===== src/rtl/gb_pkg.sv =====
// Shared Game Boy constants and types used by the OAM DMA engine.
package gb_pkg;

   localparam logic [15:0] OAM_BASE     = 16'hFE00;
   localparam logic [15:0] DMA_REG_ADDR = 16'hFF46;
   localparam int unsigned OAM_BYTES    = 160;

   typedef enum logic [2:0] {
      IDLE,
      STARTUP,
      ISSUE,
      WAIT,
      DONE
   } dma_state_t;

   // Pages 0xE0-0xFF are echo RAM; fold them back onto 0xC0-0xDF.
   function automatic logic [7:0] src_page(input logic [7:0] page);
      return (page < 8'hE0) ? page : 8'(page - 8'h20);
   endfunction

endpackage


===== src/rtl/oam_dma.sv =====
// OAM DMA engine: copies OAM_BYTES bytes from page<<8 into OAM at 0xFE00,
// one byte per M-cycle after a single start-up M-cycle.
module oam_dma #(
   parameter int unsigned READ_LATENCY = 2,
   parameter int unsigned OAM_BYTES    = gb_pkg::OAM_BYTES
) (
   input  logic        clk_in,
   input  logic        rst_in,
   input  logic        mclock_in,
   input  logic        start_in,
   input  logic [7:0]  page_in,
   output logic [7:0]  page_out,
   output logic        active_out,
   output logic [15:0] rd_addr_out,
   output logic        rd_en_out,
   input  logic [7:0]  rd_data_in,
   output logic [15:0] wr_addr_out,
   output logic [7:0]  wr_data_out,
   output logic        wr_en_out
);

   localparam int unsigned LAT    = READ_LATENCY;
   localparam logic [7:0]  OAM_HI = gb_pkg::OAM_BASE[15:8];
   localparam logic [7:0]  OAM_LO = gb_pkg::OAM_BASE[7:0];

   logic [1:0]          rst_sync;
   logic                run;

   gb_pkg::dma_state_t  state, state_d;
   logic [7:0]          index, index_d;
   logic [7:0]          page_q, page_d;
   logic [LAT-1:0]      lat_sr, lat_d;
   logic [15:0]         rd_addr_q, rd_addr_d;
   logic [15:0]         wr_addr_q, wr_addr_d;
   logic                wr_en_q, wr_en_d;
   logic                active_q, active_d;
   logic [8:0]          idx_inc;

   // Reset release synchroniser: asserts with rst_in, releases two edges later.
   always_ff @(posedge clk_in or negedge rst_in) begin
      if (!rst_in) begin
         rst_sync <= 2'b00;
      end else begin
         rst_sync <= {rst_sync[0], 1'b1};
      end
   end

   assign run = rst_sync[1];

   // State register and registered outputs.
   always_ff @(posedge clk_in or negedge rst_in) begin
      if (!rst_in) begin
         state     <= gb_pkg::IDLE;
         index     <= 8'h00;
         page_q    <= 8'h00;
         lat_sr    <= '0;
         rd_addr_q <= 16'h0000;
         wr_addr_q <= 16'h0000;
         wr_en_q   <= 1'b0;
         active_q  <= 1'b0;
      end else begin
         state     <= state_d;
         index     <= index_d;
         page_q    <= page_d;
         lat_sr    <= lat_d;
         rd_addr_q <= rd_addr_d;
         wr_addr_q <= wr_addr_d;
         wr_en_q   <= wr_en_d;
         active_q  <= active_d;
      end
   end

   // Next-state and next-output logic; lat_sr[0] is the read strobe itself.
   always_comb begin
      state_d   = state;
      index_d   = index;
      page_d    = page_q;
      lat_d     = lat_sr << 1;
      rd_addr_d = rd_addr_q;
      wr_en_d   = lat_sr[LAT-1];
      wr_addr_d = wr_addr_q;
      idx_inc   = {1'b0, index} + 9'd1;

      // The write leaving next cycle belongs to the byte still held in index.
      if (wr_en_d) begin
         wr_addr_d = {OAM_HI, 8'(OAM_LO + index)};
      end

      case (state)
         gb_pkg::IDLE: begin
            state_d = gb_pkg::IDLE;
         end
         gb_pkg::STARTUP: begin
            if (mclock_in) begin
               state_d = gb_pkg::ISSUE;
            end
         end
         gb_pkg::ISSUE: begin
            if (mclock_in) begin
               lat_d[0]  = 1'b1;
               rd_addr_d = {gb_pkg::src_page(page_q), index};
               state_d   = gb_pkg::WAIT;
            end
         end
         gb_pkg::WAIT: begin
            // Strobes here are ignored; only the completed write advances.
            if (wr_en_q) begin
               index_d = idx_inc[7:0];
               state_d = (32'(idx_inc) < OAM_BYTES) ? gb_pkg::ISSUE : gb_pkg::DONE;
            end
         end
         gb_pkg::DONE: begin
            state_d = gb_pkg::IDLE;
         end
         default: begin
            state_d = gb_pkg::IDLE;
         end
      endcase

      // A new start overrides everything; a write already on the bus completes.
      if (start_in) begin
         page_d    = page_in;
         index_d   = 8'h00;
         lat_d     = '0;
         wr_en_d   = 1'b0;
         wr_addr_d = wr_addr_q;
         rd_addr_d = rd_addr_q;
         state_d   = gb_pkg::STARTUP;
      end

      // Hold everything cleared until reset release has been synchronised.
      if (!run) begin
         state_d   = gb_pkg::IDLE;
         index_d   = 8'h00;
         page_d    = 8'h00;
         lat_d     = '0;
         rd_addr_d = 16'h0000;
         wr_addr_d = 16'h0000;
         wr_en_d   = 1'b0;
      end

      active_d = (state_d != gb_pkg::IDLE);
   end

   assign page_out    = page_q;
   assign active_out  = active_q;
   assign rd_addr_out = rd_addr_q;
   assign rd_en_out   = lat_sr[0];
   assign wr_addr_out = wr_addr_q;
   assign wr_en_out   = wr_en_q;
   // Source data is forwarded in the write cycle; zero otherwise.
   assign wr_data_out = wr_en_q ? rd_data_in : 8'h00;

endmodule


===== config.mk =====
export PLATFORM = sky130hd
export DESIGN_NAME = oam_dma
export DESIGN_NICKNAME = d
export VERILOG_FILES = /design/src/rtl/gb_pkg.sv /design/src/rtl/oam_dma.sv
export SDC_FILE = /design/constraint.sdc
export NUM_CORES = 1
export LEC_CHECK = 0
export CAP_MARGIN = 20
export CORE_ASPECT_RATIO = 2
export CORE_MARGIN = 4
export CORE_UTILIZATION = 46
export DETAILED_ROUTE_END_ITERATION = 12
export PLACE_DENSITY = 0.82
export SETUP_SLACK_MARGIN = 0.4
export SLEW_MARGIN = 10
export SYNTH_ARGS = -nofsm -noshare
export SYNTH_HDL_FRONTEND = slang
export SYNTH_SLANG_ARGS = --single-unit

===== constraint.sdc =====
create_clock -name clk_in -period 2.2 [get_ports clk_in]
set_clock_uncertainty 0.2 [all_clocks]
set_input_delay 0.44 -clock clk_in [delete_from_list [all_inputs] [get_ports clk_in]]
set_output_delay 0.44 -clock clk_in [all_outputs]
set_load 0.1 [all_outputs]

==> results.py, run 1 <==
metrics = {
    "run": {
        "maxCapViolations": 0,
    },
    "layout": {
        "mostFrequentLayoutCell": "dfrtp_1",
        "n_antenna_cell": 0,
        "final_area_sq_um": 3300,
        "fin_nets": 279,
        "synthToLayoutAreaGrowth_pct": 43.9,
        "drive_gt1_share_pct": 36.4,
        "fillers": 378,
        "final_cell_mix": "dfrtp_1, buf_4, buf_12",
    },
    "setup_path": {
        "slowest_delay_ps": 550,
        "crit_fanout": 11,
        "critPathArrivalTime_ps": 1180,
        "crit_path_end_kind": "output pin",
        "crit_type": "reg2out",
        "slowest_stage": "dfrtp_4",
        "worstSetupStartpointType": "register",
        "reg2regPathDepth": 4,
        "path_cells": "and2_4 -> buf_12",
        "worst-endpoint-required_ps": 1560,
    },
    "clocking": {
        "cts_buffers": 5,
        "cts_tree": "done",
        "clockBufferDepth": 2,
        "clk_pin_slew_ps": 90,
        "cts_sinks": 50,
        "clk_latency_ps": 300,
        "cts-root-buf": "clkbuf_8",
        "postCtsSetupBuffers": 0,
        "htreeDepth": 2,
    },
    "pwr": {
        "power_density_nw_per_um2": 523,
        "irDropWorstVdd_v": 0.000521,
        "p_leak_nw": 1.64,
    },
    "min_path": {
        "hold_path_class": "reg2reg",
        "hold-path-cell-count": 0,
    },
    "floorplan": {
        "die_y_um": 108,
        "die_x_um": 57.9,
        "core_region_area_sq_um": 4860,
        "core.rowCount": 36,
        "start_util_pct": 47.1,
        "top_level_ports": 71,
        "dieArea_sq_um": 6250,
    },
    "route": {
        "via_count": 1643,
        "wirelength_mm": 5.24,
        "drtAntennaViolNets": 0,
        "drt_pass1_iterations": 4,
        "wire_per_inst_um": 16.6,
        "viasPerCell": 5.22,
        "drc": 0,
        "drt_iter0_drc": 40,
    },
    "yosys": {
        "synth.cell_area_sq_um": 2290,
        "ys_types": 40,
        "ys_ff_latch": 50,
        "postSynthAreaPerCell_sq_um": 12.3,
        "syn-num-nets": 209,
        "async_reset_ff_share_pct": 100,
        "ys_seq_area_share_pct": 54.6,
        "syn_inst": 187,
        "synth_ff_type": "dfrtp_1",
        "yosysWarnings": 0,
        "synth_edf_count": 0,
    },
    "grt": {
        "track_usage_pct": 18.2,
        "use_met1_pct": 20.3,
        "top_usage_layer": "met2",
        "grt_pass1_wl_mm": 8.65,
        "antenna_found_initial": 0,
        "grtUsageMet2_pct": 33.5,
        "use_met3_pct": 2.64,
        "grt.overflow.total": 0,
        "grt_start_max_net_pins": 29,
        "grt_pass1_vias": 1756,
    },
    "sta": {
        "fmax_mhz": 549,
        "tightest_slew_ps": 542,
        "setup_tns_ps": 0,
        "rsz0062_at_grt": "yes",
        "relSlewSlack_pct": 63.9,
        "fin_ws_ps": 379,
        "drv_slew": 0,
        "hold_viol": 0,
        "min_period_ps": 1820,
        "setup_viol": 0,
        "post-route-period-util_pct": 82.8,
    },
    "run_status": {
        "status": "finished, final reports clean",
    },
    "placement": {
        "dpl_cell_area_sq_um": 3140,
        "place.port_buffers": 69,
        "gp_routability_congestion": 0.788,
        "dp_slack_ps": 17.2,
        "hpwl_mm": 3.74,
    },
}
[critical path, delay by kind of cell (launching register included)]
family	cells	cell delay, ps
flops	1	550
simple gates	1	170
buf+inv	1	160
[synthesized netlist by cell type (2+ instances only)]
| library cell | count | area, sq um |
|---|---|---|
| a21oi_1 | 3 | 15.0 |
| a22o_1 | 13 | 114 |
| a32o_1 | 3 | 30.0 |
| and2_1 | 3 | 18.8 |
| and2_2 | 8 | 60.1 |
| and4b_1 | 3 | 30.0 |
| buf_12 | 2 | 40.0 |
| buf_2 | 4 | 20.0 |
| buf_4 | 7 | 52.6 |
| clkbuf_1 | 2 | 7.51 |
| conb_1 | 2 | 7.51 |
| dfrtp_1 | 50 | 1250 |
| ha_1 | 2 | 25.0 |
| inv_1 | 2 | 7.51 |
| mux2i_1 | 18 | 180 |
| nand2_1 | 6 | 22.5 |
| nand2b_1 | 3 | 18.8 |
| nand3_1 | 3 | 15.0 |
| nand4_1 | 2 | 12.5 |
| nor2_1 | 9 | 33.8 |
| nor2b_1 | 18 | 113 |
| nor3_1 | 2 | 10.0 |
| xor2_1 | 5 | 43.8 |
[per-layer routing]
| layer | up-vias | share of wire (%) |
|---|---|---|
| li1 | 771 | - |
| met1 | 821 | 37 |
| met2 | 45 | 57 |
| met3 | 6 | 4.0 |
| met4 | 0 | 1.7 |
| met5 | - | 0 |
[cell families after synthesis]
| kind of cell | Yosys count | share of synthesized area (%) |
|---|---|---|
| AO/OA/AOI/OAI | 24 | 8.57 |
| XOR/XNOR | 6 | 2.29 |
| adder cells (fa/ha/maj) | 2 | 1.09 |
| buffers and inverters | 19 | 6.66 |
| flip-flops | 50 | 54.6 |
| multiplexers | 18 | 7.86 |
| other | 2 | 0.327 |
| AND/OR/NAND/NOR | 66 | 18.7 |
[timing repair]
action                     in CTS  in global routing
cloned                          0                  1
hold buffers                    1                  0
pin swaps                       2                  1
setup endpoints to repair      25                 32
resized for setup              11                  9
hold endpoints to repair       22                  0
[through the flow]
stage	hold WS, ps	power [W]	cells	utilization (%)
2_1_floorplan	-55.6	0.00109	187	-
3_3_place_gp	134	0.00119	305	64.6
3_5_place_dp	141	0.00119	305	64.6
4_1_cts	163	0.00174	314	66.7
5_1_grt	174	0.00179	315	67.8
6_report	160	0.00173	315	67.8
[sequential cells by signal (all words and copies together), names as in the netlist]
name         cells
rd_addr_out     16
wr_addr_out      9
index            8
page_out         8
state            3
lat_sr           2
rst_sync         2
active_out       1
wr_en_out        1
[power breakdown]
group / switching (W) / leakage [nW] / total, W / internal [W]
Clock: 0.000303 / 0.0472 / 0.000556 / 0.000253
Combinational: 0.000144 / 0.921 / 0.000221 / 0.0000775
Sequential: 0.0000164 / 0.674 / 0.000949 / 0.000932
Total: 0.000463 / 1.64 / 0.00173 / 0.00126
[area by class of cell]
class | count | area (sq um) | share of cell area [%]
timing repair buffer | 80 | 933 | 28.3
multi-input combinational | 118 | 928 | 28.1
clock buffer | 6 | 82.6 | 2.50
sequential | 50 | 1260 | 38.3
tap | 57 | 71.3 | 2.16
clock inverter | 2 | 12.5 | 0.379
inverter | 2 | 7.51 | 0.227
[path summary, 6_finish.rpt]
check	from	endpoint	slack [ps]
worst max-delay path	wr_en_out	wr_data_out[3]	380
worst max register to register	index[3]	state[1]	410
min in group asynchronous	rst_in	rd_addr_out[2]	450
max in group asynchronous	rst_in	rst_sync[1]	820
worst min register to register	rst_sync[0]	rst_sync[1]	160
worst min-delay path	rst_sync[0]	rst_sync[1]	160
Note: power is estimated with default switching activity, not from simulation.
==> inputs of run 2 (changes only) <==
==> constraint.sdc (replaced) <==
create_clock -name clk_in -period 1.9 [get_ports clk_in]
set_clock_uncertainty 0.2 [all_clocks]
set_input_delay 0.38 -clock clk_in [delete_from_list [all_inputs] [get_ports clk_in]]
set_output_delay 0.38 -clock clk_in [all_outputs]
set_load 0.1 [all_outputs]
==> run 2 against run 1 <==
  * Clock power up 5.6%
  * Critical path depth is the same
  * Non-clock buffer count rose by 35
  * Total power up 17%
  * Global-route usage is 5.5 points higher
  * Combinational power is 48% higher
  * Cell area rose by 22%
  * Final cell count up 11%
  * Via count is 17% higher
  * Setup slack got worse by 260 ps
  * Flip-flop and latch count did not move
  * Routed wire length up 36%
==> results.py, run 2 (synthesis results as in run 1) <==
metrics = {
    "floorplan": {
        "top_level_ports": 71,
        "dieArea_sq_um": 6250,
        "core_region_area_sq_um": 4860,
        "die_x_um": 57.9,
        "start_util_pct": 47.1,
        "core.rowCount": 36,
        "die_y_um": 108,
    },
    "sta": {
        "setup_viol": 0,
        "min_period_ps": 1780,
        "fin_ws_ps": 119,
        "drv_slew": 0,
        "post-route-period-util_pct": 93.7,
        "rsz0062_at_grt": "yes",
        "setup_tns_ps": 0,
        "fmax_mhz": 562,
        "hold_viol": 0,
    },
    "layout": {
        "stdcell_count": 351,
        "largest_reg_flops": 16,
        "final_cell_mix": "buf_12, dfrtp_1, buf_4",
        "mostFrequentLayoutCell": "buf_12",
        "drive_gt1_share_pct": 47.4,
        "fin_nets": 314,
        "synthToLayoutAreaGrowth_pct": 76.0,
    },
    "setup_path": {
        "worstSetupStartpointType": "register",
        "worst-endpoint-required_ps": 1320,
        "slowest_delay_ps": 520,
        "critPathArrivalTime_ps": 1200,
        "path_cells": "and2_2 -> buf_12",
        "path_buf_inv": 1,
        "crit_path_end_kind": "output pin",
        "crit_family": "flip-flops",
        "crit_type": "reg2out",
        "crit_fanout": 10,
        "slowest_stage": "dfrtp_4",
    },
    "grt": {
        "top_usage_layer": "met2",
        "use_met1_pct": 22.3,
        "grt_pass1_wl_mm": 10.8,
        "grt_start_max_net_pins": 51,
        "grt.overflow.total": 0,
        "grt_pass1_vias": 2098,
        "use_met3_pct": 3.96,
        "antenna_found_initial": 1,
        "track_usage_pct": 23.7,
        "grtUsageMet2_pct": 46.1,
    },
    "route": {
        "drc": 0,
        "drtAntennaViolNets": 0,
        "via_count": 1917,
        "drt_pass1_iterations": 4,
        "viasPerCell": 5.46,
        "wirelength_mm": 7.11,
        "wire_per_inst_um": 20.3,
        "drt_iter0_drc": 83,
    },
    "pwr": {
        "p_leak_nw": 1.89,
        "switching_power_w": 0.000527,
        "clock_power_share_pct": 29.2,
        "power_density_nw_per_um2": 499,
        "finalPower_w": 0.00201,
        "power_frac_comb_pct": 16.2,
        "pwr-share-seq_pct": 54.6,
        "irDropWorstVdd_v": 0.000670,
        "p_int_w": 0.00148,
        "switching_share_pct": 26.2,
    },
    "clocking": {
        "cts_sinks": 50,
        "htreeDepth": 2,
        "clk_pin_slew_ps": 90,
        "cts-root-buf": "clkbuf_8",
        "cts_buffers": 5,
        "clockBufferDepth": 2,
        "cts_tree": "done",
        "clk_latency_ps": 300,
    },
    "placement": {
        "dp_slack_ps": -90.2,
        "place.port_buffers": 69,
        "gp_routability_congestion": 0.844,
        "dpl.cell_count": 311,
        "hpwl_mm": 4.18,
    },
    "run": {
        "maxCapViolations": 0,
    },
    "run_status": {
        "status": "finished, final reports clean",
    },
    "min_path": {
        "hold_path_class": "reg2reg",
    },
}
[run 2: changes by cell type in the layout (fill, tap and decap cells not counted), moves of 3 or more]
cell             change
buf_12              +33
and2_2               +8
and2_4               -8
clkdlybuf4s50_1      +8
dlygate4sd2_1        -6
buf_6                +4
dfrtp_1              -4
buf_4                -3
clkbuf_1             +3
[run 2: layout make-up]
class                   count  area (sq um)
diodes                      1          2.50
clock buffers               8          80.1
fillers                   244           828
inverters                   2          7.51
multi-input cells         118           951
flip-flops and latches     50          1270
well taps                  57          71.3
repair buffers            115          1650
[run 2: worst paths after layout]
path	start	end	slack, ps	cells past startpoint
max in group asynchronous	rst_in	page_out[6]	820	3
hold / removal	rst_sync[0]	rst_sync[1]	180	0
setup / recovery	wr_en_out	wr_data_out[2]	120	2
setup reg to reg	state[2]	index[6]	170	4
hold reg to reg	rst_sync[0]	rst_sync[1]	180	0
min in group asynchronous	rst_in	rd_addr_out[1]	410	3
[run 2: timing repair]
item                       in CTS  in global routing
setup buffers                  17                 11
hold buffers                    1                  0
pin swaps                      11                 17
hold endpoints to repair       50                  0
setup endpoints to repair      71                 76
resized for setup              19                  8
gates cloned                    2                  0
[run 2: power by group through the flow]
stage	sequential [W]	combinational, W	clock (W)
global placement	0.00112	0.000293	0
floorplan	0.00120	0.0000681	0
detailed placement	0.00112	0.000297	0
finish	0.00110	0.000326	0.000587
CTS	0.00110	0.000324	0.000586
global route	0.00110	0.000344	0.000640
[run 2: routing by layer]
metal,vias to the layer above,wire [um]
met3,14,304
met5,-,0
met2,78,4350
met1,978,2280
met4,0,174
li1,847,-
[run 2: per-stage QoR]
| step | hold WS [ps] | instance area [sq um] | util [%] |
|---|---|---|---|
| 2_1_floorplan | -116 | 2360 | - |
| 3_3_place_gp | 133 | 3610 | 74.2 |
| 3_5_place_dp | 138 | 3610 | 74.2 |
| 4_1_cts | 148 | 3930 | 80.8 |
| 5_1_grt | 176 | 4040 | 83.0 |
| 6_report | 175 | 4040 | 83.0 |
